==> config.mk <==
export PLATFORM = sky130hd
export DESIGN_NAME = hdmi_cfg_sequencer_flat
export DESIGN_NICKNAME = d
export VERILOG_FILES = /design/src/rtl/hdmi_cfg_sequencer_if.sv /design/src/rtl/hdmi_cfg_sequencer.sv /design/src/flat_wrapper.sv
export SDC_FILE = /design/constraint.sdc
export NUM_CORES = 1
export LEC_CHECK = 0
export ABC_AREA = 1
export CORE_AREA = 2 2 119 121
export CTS_CLUSTER_SIZE = 20
export DETAILED_ROUTE_END_ITERATION = 10
export DIE_AREA = 0 0 121 123
export GPL_TIMING_DRIVEN = 0
export PLACE_DENSITY = 0.59
export SYNTH_ARGS = -nofsm -noshare
export SYNTH_HDL_FRONTEND = slang
export SYNTH_SLANG_ARGS = --single-unit
==> constraint.sdc <==
create_clock -name PT_CK -period 3.9 [get_ports PT_CK]
set_clock_uncertainty 0.05 [all_clocks]
set_input_delay 0.78 -clock PT_CK [delete_from_list [all_inputs] [get_ports PT_CK]]
set_output_delay 0.78 -clock PT_CK [all_outputs]
set_load 0.005 [all_outputs]
==> src/rtl/hdmi_cfg_sequencer_if.sv <==
// Writer-side bus between the HDMI config sequencer (master) and the i2c_writer byte engine (slave).
// Handshake: master holds I2C_GO high for two cycles then low; the writer drops I2C_END_OK after GO falls,
// raises it when the transfer completes, and presents I2C_ACK_OK (1 = NACK seen) no later than that rise.
interface hdmi_cfg_sequencer_if;
  logic        I2C_GO;
  logic [15:0] I2C_REG_DATA;
  logic [7:0]  I2C_SLAVE_ADDRESS;
  logic [7:0]  I2C_BYTE_NUM;
  logic        I2C_END_OK;
  logic        I2C_ACK_OK;

  modport master (
    output I2C_GO,
    output I2C_REG_DATA,
    output I2C_SLAVE_ADDRESS,
    output I2C_BYTE_NUM,
    input  I2C_END_OK,
    input  I2C_ACK_OK
  );

  modport slave (
    input  I2C_GO,
    input  I2C_REG_DATA,
    input  I2C_SLAVE_ADDRESS,
    input  I2C_BYTE_NUM,
    output I2C_END_OK,
    output I2C_ACK_OK
  );
endinterface

==> src/rtl/hdmi_cfg_sequencer.sv <==
// Walks a {reg_addr, reg_value} ROM table and issues one 2-byte I2C write per entry,
// with retry on NACK/timeout, delay entries, end marker, and done/fail status.
module hdmi_cfg_sequencer #(
  parameter int          NUM_REGS   = 64,
  parameter logic [7:0]  SLAVE_ADDR = 8'h72,
  parameter logic [19:0] INIT_DELAY = 20'd50000,
  parameter logic [15:0] TIMEOUT    = 16'd4000,
  parameter int          MAX_RETRY  = 3
) (
  input  logic                        PT_CK,
  input  logic                        RESET_N,
  input  logic                        START,
  hdmi_cfg_sequencer_if.master        i2c,
  output logic [7:0]                  TBL_ADDR,
  input  logic [15:0]                 TBL_DATA,
  output logic                        BUSY,
  output logic                        DONE,
  output logic                        ERROR,
  output logic [7:0]                  ERR_INDEX,
  output logic [3:0]                  dbg_state
);

  localparam int             RW        = $clog2(MAX_RETRY + 1);
  localparam logic [RW-1:0]  RETRY_LIM = RW'(MAX_RETRY);
  localparam logic [8:0]     IDX_END   = 9'(NUM_REGS);

  typedef enum logic [3:0] {
    S_INIT,
    S_FETCH,
    S_LATCH,
    S_GO_HI,
    S_GO_LO,
    S_WAIT_BUSY,
    S_WAIT_DONE,
    S_CHECK,
    S_FAULT,
    S_DELAY,
    S_FINISH,
    S_FAIL
  } state_t;

  state_t        state, state_nxt;
  logic [7:0]    index, index_nxt;
  logic [15:0]   reg_data, reg_data_nxt;
  logic [RW-1:0] retry_cnt, retry_nxt;
  logic [19:0]   init_cnt, init_nxt;
  logic [15:0]   to_cnt, to_nxt;
  logic [17:0]   dly_cnt, dly_nxt;
  logic          go_cnt, go_nxt;
  logic [7:0]    err_index, err_index_nxt;

  logic [RW-1:0] retry_inc;
  logic          idx_at_end;

  assign retry_inc  = retry_cnt + RW'(1);
  assign idx_at_end = (({1'b0, index}) + 9'd1) == IDX_END;

  always_ff @(posedge PT_CK or negedge RESET_N) begin
    if (!RESET_N) begin
      state     <= S_INIT;
      index     <= '0;
      reg_data  <= '0;
      retry_cnt <= '0;
      init_cnt  <= '0;
      to_cnt    <= '0;
      dly_cnt   <= '0;
      go_cnt    <= 1'b0;
      err_index <= '0;
    end else begin
      state     <= state_nxt;
      index     <= index_nxt;
      reg_data  <= reg_data_nxt;
      retry_cnt <= retry_nxt;
      init_cnt  <= init_nxt;
      to_cnt    <= to_nxt;
      dly_cnt   <= dly_nxt;
      go_cnt    <= go_nxt;
      err_index <= err_index_nxt;
    end
  end

  always_comb begin
    state_nxt     = state;
    index_nxt     = index;
    reg_data_nxt  = reg_data;
    retry_nxt     = retry_cnt;
    init_nxt      = init_cnt;
    to_nxt        = to_cnt;
    dly_nxt       = dly_cnt;
    go_nxt        = go_cnt;
    err_index_nxt = err_index;

    unique case (state)
      S_INIT: begin
        if (START || (init_cnt + 20'd1 >= INIT_DELAY)) begin
          state_nxt = S_FETCH;
        end else begin
          init_nxt = init_cnt + 20'd1;
        end
      end

      S_FETCH: state_nxt = S_LATCH;

      S_LATCH: begin
        if (TBL_DATA == 16'hFFFF) begin
          state_nxt = S_FINISH;
        end else if (TBL_DATA[15:8] == 8'hFE) begin
          dly_nxt   = {TBL_DATA[7:0], 10'b0};
          state_nxt = S_DELAY;
        end else begin
          reg_data_nxt = TBL_DATA;
          retry_nxt    = '0;
          go_nxt       = 1'b0;
          state_nxt    = S_GO_HI;
        end
      end

      // go_cnt marks the second GO cycle so the pulse is exactly two cycles wide.
      S_GO_HI: begin
        if (go_cnt) begin
          go_nxt    = 1'b0;
          state_nxt = S_GO_LO;
        end else begin
          go_nxt = 1'b1;
        end
      end

      S_GO_LO: begin
        to_nxt    = '0;
        state_nxt = S_WAIT_BUSY;
      end

      S_WAIT_BUSY: begin
        if (!i2c.I2C_END_OK) begin
          to_nxt    = '0;
          state_nxt = S_WAIT_DONE;
        end else if (to_cnt >= TIMEOUT) begin
          state_nxt = S_FAULT;
        end else begin
          to_nxt = to_cnt + 16'd1;
        end
      end

      S_WAIT_DONE: begin
        if (i2c.I2C_END_OK) begin
          state_nxt = S_CHECK;
        end else if (to_cnt >= TIMEOUT) begin
          state_nxt = S_FAULT;
        end else begin
          to_nxt = to_cnt + 16'd1;
        end
      end

      S_CHECK: begin
        if (i2c.I2C_ACK_OK) begin
          state_nxt = S_FAULT;
        end else begin
          index_nxt = index + 8'd1;
          state_nxt = idx_at_end ? S_FINISH : S_FETCH;
        end
      end

      S_FAULT: begin
        retry_nxt = retry_inc;
        if (retry_inc < RETRY_LIM) begin
          go_nxt    = 1'b0;
          state_nxt = S_GO_HI;
        end else begin
          err_index_nxt = index;
          state_nxt     = S_FAIL;
        end
      end

      // A loaded count of N occupies N+1 cycles; the table never wraps past the last entry.
      S_DELAY: begin
        if (dly_cnt == 18'd0) begin
          index_nxt = index + 8'd1;
          state_nxt = idx_at_end ? S_FINISH : S_FETCH;
        end else begin
          dly_nxt = dly_cnt - 18'd1;
        end
      end

      S_FINISH, S_FAIL: begin
        if (START) begin
          index_nxt = '0;
          state_nxt = S_FETCH;
        end
      end

      default: state_nxt = S_INIT;
    endcase
  end

  assign i2c.I2C_GO            = (state == S_GO_HI);
  assign i2c.I2C_REG_DATA      = reg_data;
  assign i2c.I2C_SLAVE_ADDRESS = SLAVE_ADDR;
  assign i2c.I2C_BYTE_NUM      = 8'd2;

  assign TBL_ADDR  = index;
  assign BUSY      = (state != S_INIT) && (state != S_FINISH) && (state != S_FAIL);
  assign DONE      = (state == S_FINISH);
  assign ERROR     = (state == S_FAIL);
  assign ERR_INDEX = err_index;
  assign dbg_state = state;

endmodule

==> src/flat_wrapper.sv <==
// flat-port wrapper written by rule: the top's interface ports become plain ports
module hdmi_cfg_sequencer_flat 
#(
  parameter int          NUM_REGS   = 64,
  parameter logic [7:0]  SLAVE_ADDR = 8'h72,
  parameter logic [19:0] INIT_DELAY = 20'd50000,
  parameter logic [15:0] TIMEOUT    = 16'd4000,
  parameter int          MAX_RETRY  = 3
)
  (PT_CK, RESET_N, START, TBL_ADDR, TBL_DATA, BUSY, DONE, ERROR, ERR_INDEX, dbg_state, i2c_I2C_GO, i2c_I2C_REG_DATA, i2c_I2C_SLAVE_ADDRESS, i2c_I2C_BYTE_NUM, i2c_I2C_END_OK, i2c_I2C_ACK_OK);
  hdmi_cfg_sequencer_if i2c_i ();
  input  logic PT_CK;
  input  logic RESET_N;
  input  logic START;
  output logic [7:0] TBL_ADDR;
  input  logic [15:0] TBL_DATA;
  output logic BUSY;
  output logic DONE;
  output logic ERROR;
  output logic [7:0] ERR_INDEX;
  output logic [3:0] dbg_state;
  output wire logic [$bits(i2c_i.I2C_GO)-1:0] i2c_I2C_GO;
  output wire logic [$bits(i2c_i.I2C_REG_DATA)-1:0] i2c_I2C_REG_DATA;
  output wire logic [$bits(i2c_i.I2C_SLAVE_ADDRESS)-1:0] i2c_I2C_SLAVE_ADDRESS;
  output wire logic [$bits(i2c_i.I2C_BYTE_NUM)-1:0] i2c_I2C_BYTE_NUM;
  input wire logic [$bits(i2c_i.I2C_END_OK)-1:0] i2c_I2C_END_OK;
  input wire logic [$bits(i2c_i.I2C_ACK_OK)-1:0] i2c_I2C_ACK_OK;
  assign i2c_I2C_GO = i2c_i.I2C_GO;
  assign i2c_I2C_REG_DATA = i2c_i.I2C_REG_DATA;
  assign i2c_I2C_SLAVE_ADDRESS = i2c_i.I2C_SLAVE_ADDRESS;
  assign i2c_I2C_BYTE_NUM = i2c_i.I2C_BYTE_NUM;
  assign i2c_i.I2C_END_OK = i2c_I2C_END_OK;
  assign i2c_i.I2C_ACK_OK = i2c_I2C_ACK_OK;
  hdmi_cfg_sequencer #(.NUM_REGS(NUM_REGS), .SLAVE_ADDR(SLAVE_ADDR), .INIT_DELAY(INIT_DELAY), .TIMEOUT(TIMEOUT), .MAX_RETRY(MAX_RETRY)) u_core (.PT_CK(PT_CK), .RESET_N(RESET_N), .START(START), .i2c(i2c_i), .TBL_ADDR(TBL_ADDR), .TBL_DATA(TBL_DATA), .BUSY(BUSY), .DONE(DONE), .ERROR(ERROR), .ERR_INDEX(ERR_INDEX), .dbg_state(dbg_state));
endmodule
==> impl_metrics.prom, run 1 <==
# TYPE chip_impl_metric gauge
chip_impl_metric{name="number_of_clock_buffers_inserted_by_tritoncts",unit=""} 9
chip_impl_info{name="critical_path.cell_chain",value="clkdlybuf4s50_1 > nand2_1 > nor3_1 > nand3_2 > nand2_2 > inv_1 > buf_2 > nor4_1 > nor3_1"} 1
chip_impl_metric{name="cts_hold_repair.buffers",unit=""} 0
chip_impl_metric{name="clk_latency",unit="ns"} 0.35
chip_impl_metric{name="relSlewSlack",unit=""} 0.594
chip_impl_metric{name="finalMaxSlewViolations",unit=""} 0
chip_impl_metric{name="place_area",unit="um^2"} 6240
chip_impl_metric{name="cts.clk_slew.worst_paths",unit="ns"} 0.06
chip_impl_metric{name="dr.pass1.iters",unit=""} 5
chip_impl_metric{name="worst-path-buf-inv",unit=""} 3
chip_impl_metric{name="finalSetupViolations",unit=""} 0
chip_impl_info{name="critPathSlowestCell",value="sky130_fd_sc_hd__clkdlybuf4s50_1"} 1
chip_impl_metric{name="antenna_found_initial",unit=""} 0
chip_impl_metric{name="synth-async-reset-ratio",unit=""} 1.00
chip_impl_metric{name="placedCellCount",unit=""} 977
chip_impl_metric{name="initial_core_util",unit=""} 0.392
chip_impl_metric{name="die_x",unit="um"} 121
chip_impl_metric{name="floorplan.die.height",unit="um"} 123
chip_impl_metric{name="drt-total-wl",unit="um"} 13000
chip_impl_metric{name="netlist_instances",unit=""} 722
chip_impl_info{name="synthDominantAreaCellType",value="sky130_fd_sc_hd__dfrtp_1"} 1
chip_impl_info{name="worstSetupEndpointType",value="register"} 1
chip_impl_info{name="most_used_flip_flop_cell_after_synthesis",value="sky130_fd_sc_hd__dfrtp_1"} 1
chip_impl_metric{name="place.detailed.hpwl",unit="um"} 9860
chip_impl_metric{name="floorplan.die_area",unit="um^2"} 14900
chip_impl_metric{name="cts_post_setup_buffers_inserted",unit=""} 0
chip_impl_metric{name="clock_tree.htree_level_count",unit=""} 3
chip_impl_metric{name="syn_area_per_cell",unit="um^2"} 7.39
chip_impl_metric{name="rows",unit=""} 43
chip_impl_metric{name="globalRouteOverflowTotal",unit=""} 0
chip_impl_metric{name="worst_r2r_path_depth",unit=""} 9
chip_impl_metric{name="dr_total_vias",unit=""} 4874
chip_impl_metric{name="final_design_area_no_fill",unit="um^2"} 6540
chip_impl_metric{name="postSynthRegisterBits",unit=""} 93
chip_impl_metric{name="final_antenna_net_count",unit=""} 0
chip_impl_metric{name="io_pins",unit=""} 77
chip_impl_metric{name="core",unit="um^2"} 13600
chip_impl_metric{name="max_freq",unit="MHz"} 348
chip_impl_metric{name="cp.depth",unit=""} 9
chip_impl_info{name="yosys.cell_count.top_type",value="sky130_fd_sc_hd__nand2_1"} 1
chip_impl_metric{name="number_of_global_route_vias_before_repair",unit=""} 4637
chip_impl_info{name="worst_setup_path_start_kind",value="input port"} 1
chip_impl_metric{name="n_antenna_cell",unit=""} 0
chip_impl_info{name="cts_tree",value="yes"} 1
chip_impl_metric{name="fin_hold_ws",unit="ns"} 0.385
chip_impl_metric{name="yosysSeqAreaShare",unit=""} 0.436
chip_impl_metric{name="synthesis_warnings",unit=""} 0
chip_impl_metric{name="peakVddDrop",unit="mV"} 0.297
chip_impl_metric{name="synth-edff-count",unit=""} 0
chip_impl_info{name="critical_path_class",value="in2reg"} 1
chip_impl_metric{name="post_cts_resize_count",unit=""} 0
chip_impl_metric{name="final-hold-violation-count",unit=""} 0
chip_impl_metric{name="avgRoutedWirePerCell",unit="um"} 13.1
chip_impl_metric{name="remaining_drc_errors",unit=""} 0
chip_impl_metric{name="clock_sinks",unit=""} 93
chip_impl_metric{name="first_pass_grt_wire_length",unit="um"} 22200
chip_impl_info{name="setup_repair_after_global_routing_missed_its_margin",value="false"} 1
chip_impl_info{name="hp-class",value="in2async"} 1
chip_impl_metric{name="synth_top_area_frac",unit=""} 0.436
chip_impl_info{name="outcome",value="complete, no violations"} 1
chip_impl_metric{name="final_cells",unit=""} 993
chip_impl_metric{name="dr.first_iter.drc_count",unit=""} 251
chip_impl_metric{name="power.static_leakage",unit="nW"} 3.01
chip_impl_metric{name="clock_path_buffers",unit=""} 2
chip_impl_metric{name="power_density_of_the_placed_cells",unit="nW/um^2"} 521
chip_impl_metric{name="layout_worst_path_cycle_share",unit=""} 0.736
chip_impl_metric{name="timing.critical_path.required",unit="ns"} 4.08
chip_impl_info{name="yosys-top-cells-area",value="sky130_fd_sc_hd__dfrtp_1 44%, sky130_fd_sc_hd__nand2_1 13%, sky130_fd_sc_hd__inv_1 6.3%, sky130_fd_sc_hd__nor2_1 5.8%, sky130_fd_sc_hd__o21ai_0 5.4%"} 1
chip_impl_metric{name="worstMarginPinSlew",unit="ns"} 0.605
chip_impl_metric{name="delay_of_the_slowest_cell_on_the_worst_path",unit="ns"} 0.49
chip_impl_metric{name="cap_violations",unit=""} 0
chip_impl_metric{name="timing.final.ws_setup",unit="ns"} 1.03
chip_impl_metric{name="period_minus_slack",unit="ns"} 2.87
chip_impl_metric{name="grt_util_all_layers",unit=""} 0.186
chip_impl_info{name="worst_path_most_repeated_cell",value="sky130_fd_sc_hd__nor3_1"} 1
chip_impl_metric{name="buffer_ports.inserted",unit=""} 60
chip_impl_info{name="worst_path_dominant_cell_family",value="simple AND/OR/NAND/NOR gates"} 1
chip_impl_metric{name="path_max_fanout",unit=""} 10
chip_impl_metric{name="finalNetCount",unit=""} 835
chip_impl_info{name="synthTopCellsByCount",value="180 x sky130_fd_sc_hd__nand2_1, 93 x sky130_fd_sc_hd__dfrtp_1, 90 x sky130_fd_sc_hd__inv_1"} 1
chip_impl_metric{name="layout-drive-gt1-share",unit=""} 0.0873
chip_impl_metric{name="post_place_worst_slack",unit="ns"} 0.665
chip_impl_metric{name="timing.critical_path.arrival",unit="ns"} 3.05
chip_impl_metric{name="synthDistinctLibCells",unit=""} 36
chip_impl_metric{name="area_growth",unit="%"} 22.6
chip_impl_metric{name="viasPerCell",unit=""} 4.91
chip_impl_metric{name="pin_count_of_the_biggest_net_entering_global_routing",unit=""} 51
chip_impl_metric{name="synthesis.area",unit="um^2"} 5340
chip_impl_metric{name="place_congestion",unit=""} 0.925
chip_impl_metric{name="n_fill_cell",unit=""} 1372
chip_impl_info{name="cts_root_cell",value="sky130_fd_sc_hd__clkbuf_16"} 1
[cell type report]
cell class | instances | area [um^2] | share of cell area
clock buffers | 10 | 239 | 0.0365
well taps | 180 | 225 | 0.0344
repair buffers | 61 | 626 | 0.0957
flip-flops and latches | 93 | 2330 | 0.356
multi-input cells | 521 | 2520 | 0.386
clock inverters | 6 | 61.3 | 0.00937
inverters | 93 | 349 | 0.0534
plain buffers | 29 | 188 | 0.0287
[cell usage in the layout, fill, tap and decap left out, types with 4 or more instances in the layout]
master / synthesis / routed
sky130_fd_sc_hd__nand3_1: 49 / 49
sky130_fd_sc_hd__o21ai_1: 12 / 12
sky130_fd_sc_hd__conb_1: 2 / 16
sky130_fd_sc_hd__xnor2_1: 4 / 4
sky130_fd_sc_hd__buf_2: 6 / 6
sky130_fd_sc_hd__clkdlybuf4s50_1: 0 / 59
sky130_fd_sc_hd__a21oi_1: 22 / 22
sky130_fd_sc_hd__nand2_1: 180 / 180
sky130_fd_sc_hd__nand4_1: 15 / 15
sky130_fd_sc_hd__ha_1: 6 / 6
sky130_fd_sc_hd__dfrtp_1: 93 / 93
sky130_fd_sc_hd__nor2_2: 5 / 5
sky130_fd_sc_hd__buf_4: 19 / 20
sky130_fd_sc_hd__clkbuf_16: 0 / 9
sky130_fd_sc_hd__nand2_2: 4 / 4
sky130_fd_sc_hd__nor2_1: 83 / 83
sky130_fd_sc_hd__inv_1: 90 / 90
sky130_fd_sc_hd__nor3_1: 25 / 25
sky130_fd_sc_hd__clkbuf_1: 4 / 4
sky130_fd_sc_hd__xor2_1: 10 / 10
sky130_fd_sc_hd__o21ai_0: 58 / 58
sky130_fd_sc_hd__mux2_2: 8 / 8
[layer usage]
layer,routed length [um],track usage,vias up
met2,6120,0.297,120
met1,6100,0.252,2276
met3,580,0.0397,12
met4,177,0.0647,0
met5,0,0,-
li1,-,-,2466
[power breakdown]
part | internal, W | switching (W) | leakage [nW]
combinational | 0.000558 | 0.000616 | 1.67
clock | 0.000513 | 0.000381 | 0.149
sequential | 0.00118 | 0.000166 | 1.19
[registers in the layout, indices dropped and copies added, names as in the netlist]
register                 count
u_core.ERR_INDEX             8
u_core.TBL_ADDR              8
u_core.init_cnt             20
u_core.to_cnt               16
u_core.dly_cnt              18
u_core.dbg_state             4
u_core.i2c.I2C_REG_DATA     16
u_core.go_cnt                1
u_core.retry_cnt             2
[cell families (layout without fill, tap and decap cells)]
| logic type | after synthesis | count (layout) | synth area share |
|---|---|---|---|
| and+or+nand+nor | 373 | 373 | 0.302 |
| buffers and inverters | 122 | 199 | 0.101 |
| AOI/OAI and AO/OA | 104 | 104 | 0.106 |
| DFF | 93 | 93 | 0.436 |
| xor gates and xnor gates | 14 | 14 | 0.0230 |
| muxes | 8 | 8 | 0.0169 |
| adders and majority gates | 6 | 6 | 0.0141 |
| other | 2 | 16 | 0.00141 |
[path summary, 6_finish.rpt]
check | slack (ns) | from | endpoint
max | 1.03 | TBL_DATA[13] | u_core.dly_cnt[5]
max in group asynchronous | 2.77 | RESET_N | u_core.init_cnt[6]
max reg2reg | 1.59 | u_core.dbg_state[1] | u_core.dly_cnt[5]
min in group PT_CK | 0.43 | u_core.i2c.I2C_REG_DATA[7] | u_core.i2c.I2C_REG_DATA[7]
min | 0.39 | RESET_N | u_core.i2c.I2C_REG_DATA[1]
min reg2reg | 0.43 | u_core.i2c.I2C_REG_DATA[7] | u_core.i2c.I2C_REG_DATA[7]
[stage by stage]
stage          power (W)  setup TNS, ns   util
6_report         0.00341              0  0.480
3_3_place_gp     0.00251        -146.62  0.457
3_5_place_dp     0.00253              0  0.458
2_1_floorplan    0.00197              0      -
5_1_grt          0.00366              0  0.480
4_1_cts          0.00344              0  0.480
(Power assumes the default switching activity.)
==> inputs of run 2 (changes only) <==
==> constraint.sdc (replaced) <==
create_clock -name PT_CK -period 2.95 [get_ports PT_CK]
set_clock_uncertainty 0.05 [all_clocks]
set_input_delay 0.59 -clock PT_CK [delete_from_list [all_inputs] [get_ports PT_CK]]
set_output_delay 0.59 -clock PT_CK [all_outputs]
set_load 0.005 [all_outputs]
==> results of run 2 <==
Same layout as run 1 (identical final DEF). Status: complete, no violations.
Main changes from that run: setup slack after placement 0.665 ns -> -0.0953 ns; setup slack after layout 1.03 ns -> 0.268 ns; hold slack 0.385 ns -> 0.195 ns; register-to-register setup slack 1.59 ns -> 0.64 ns; total power 0.00341 W -> 0.00451 W; worst IR drop on VDD 0.297 mV -> 0.393 mV
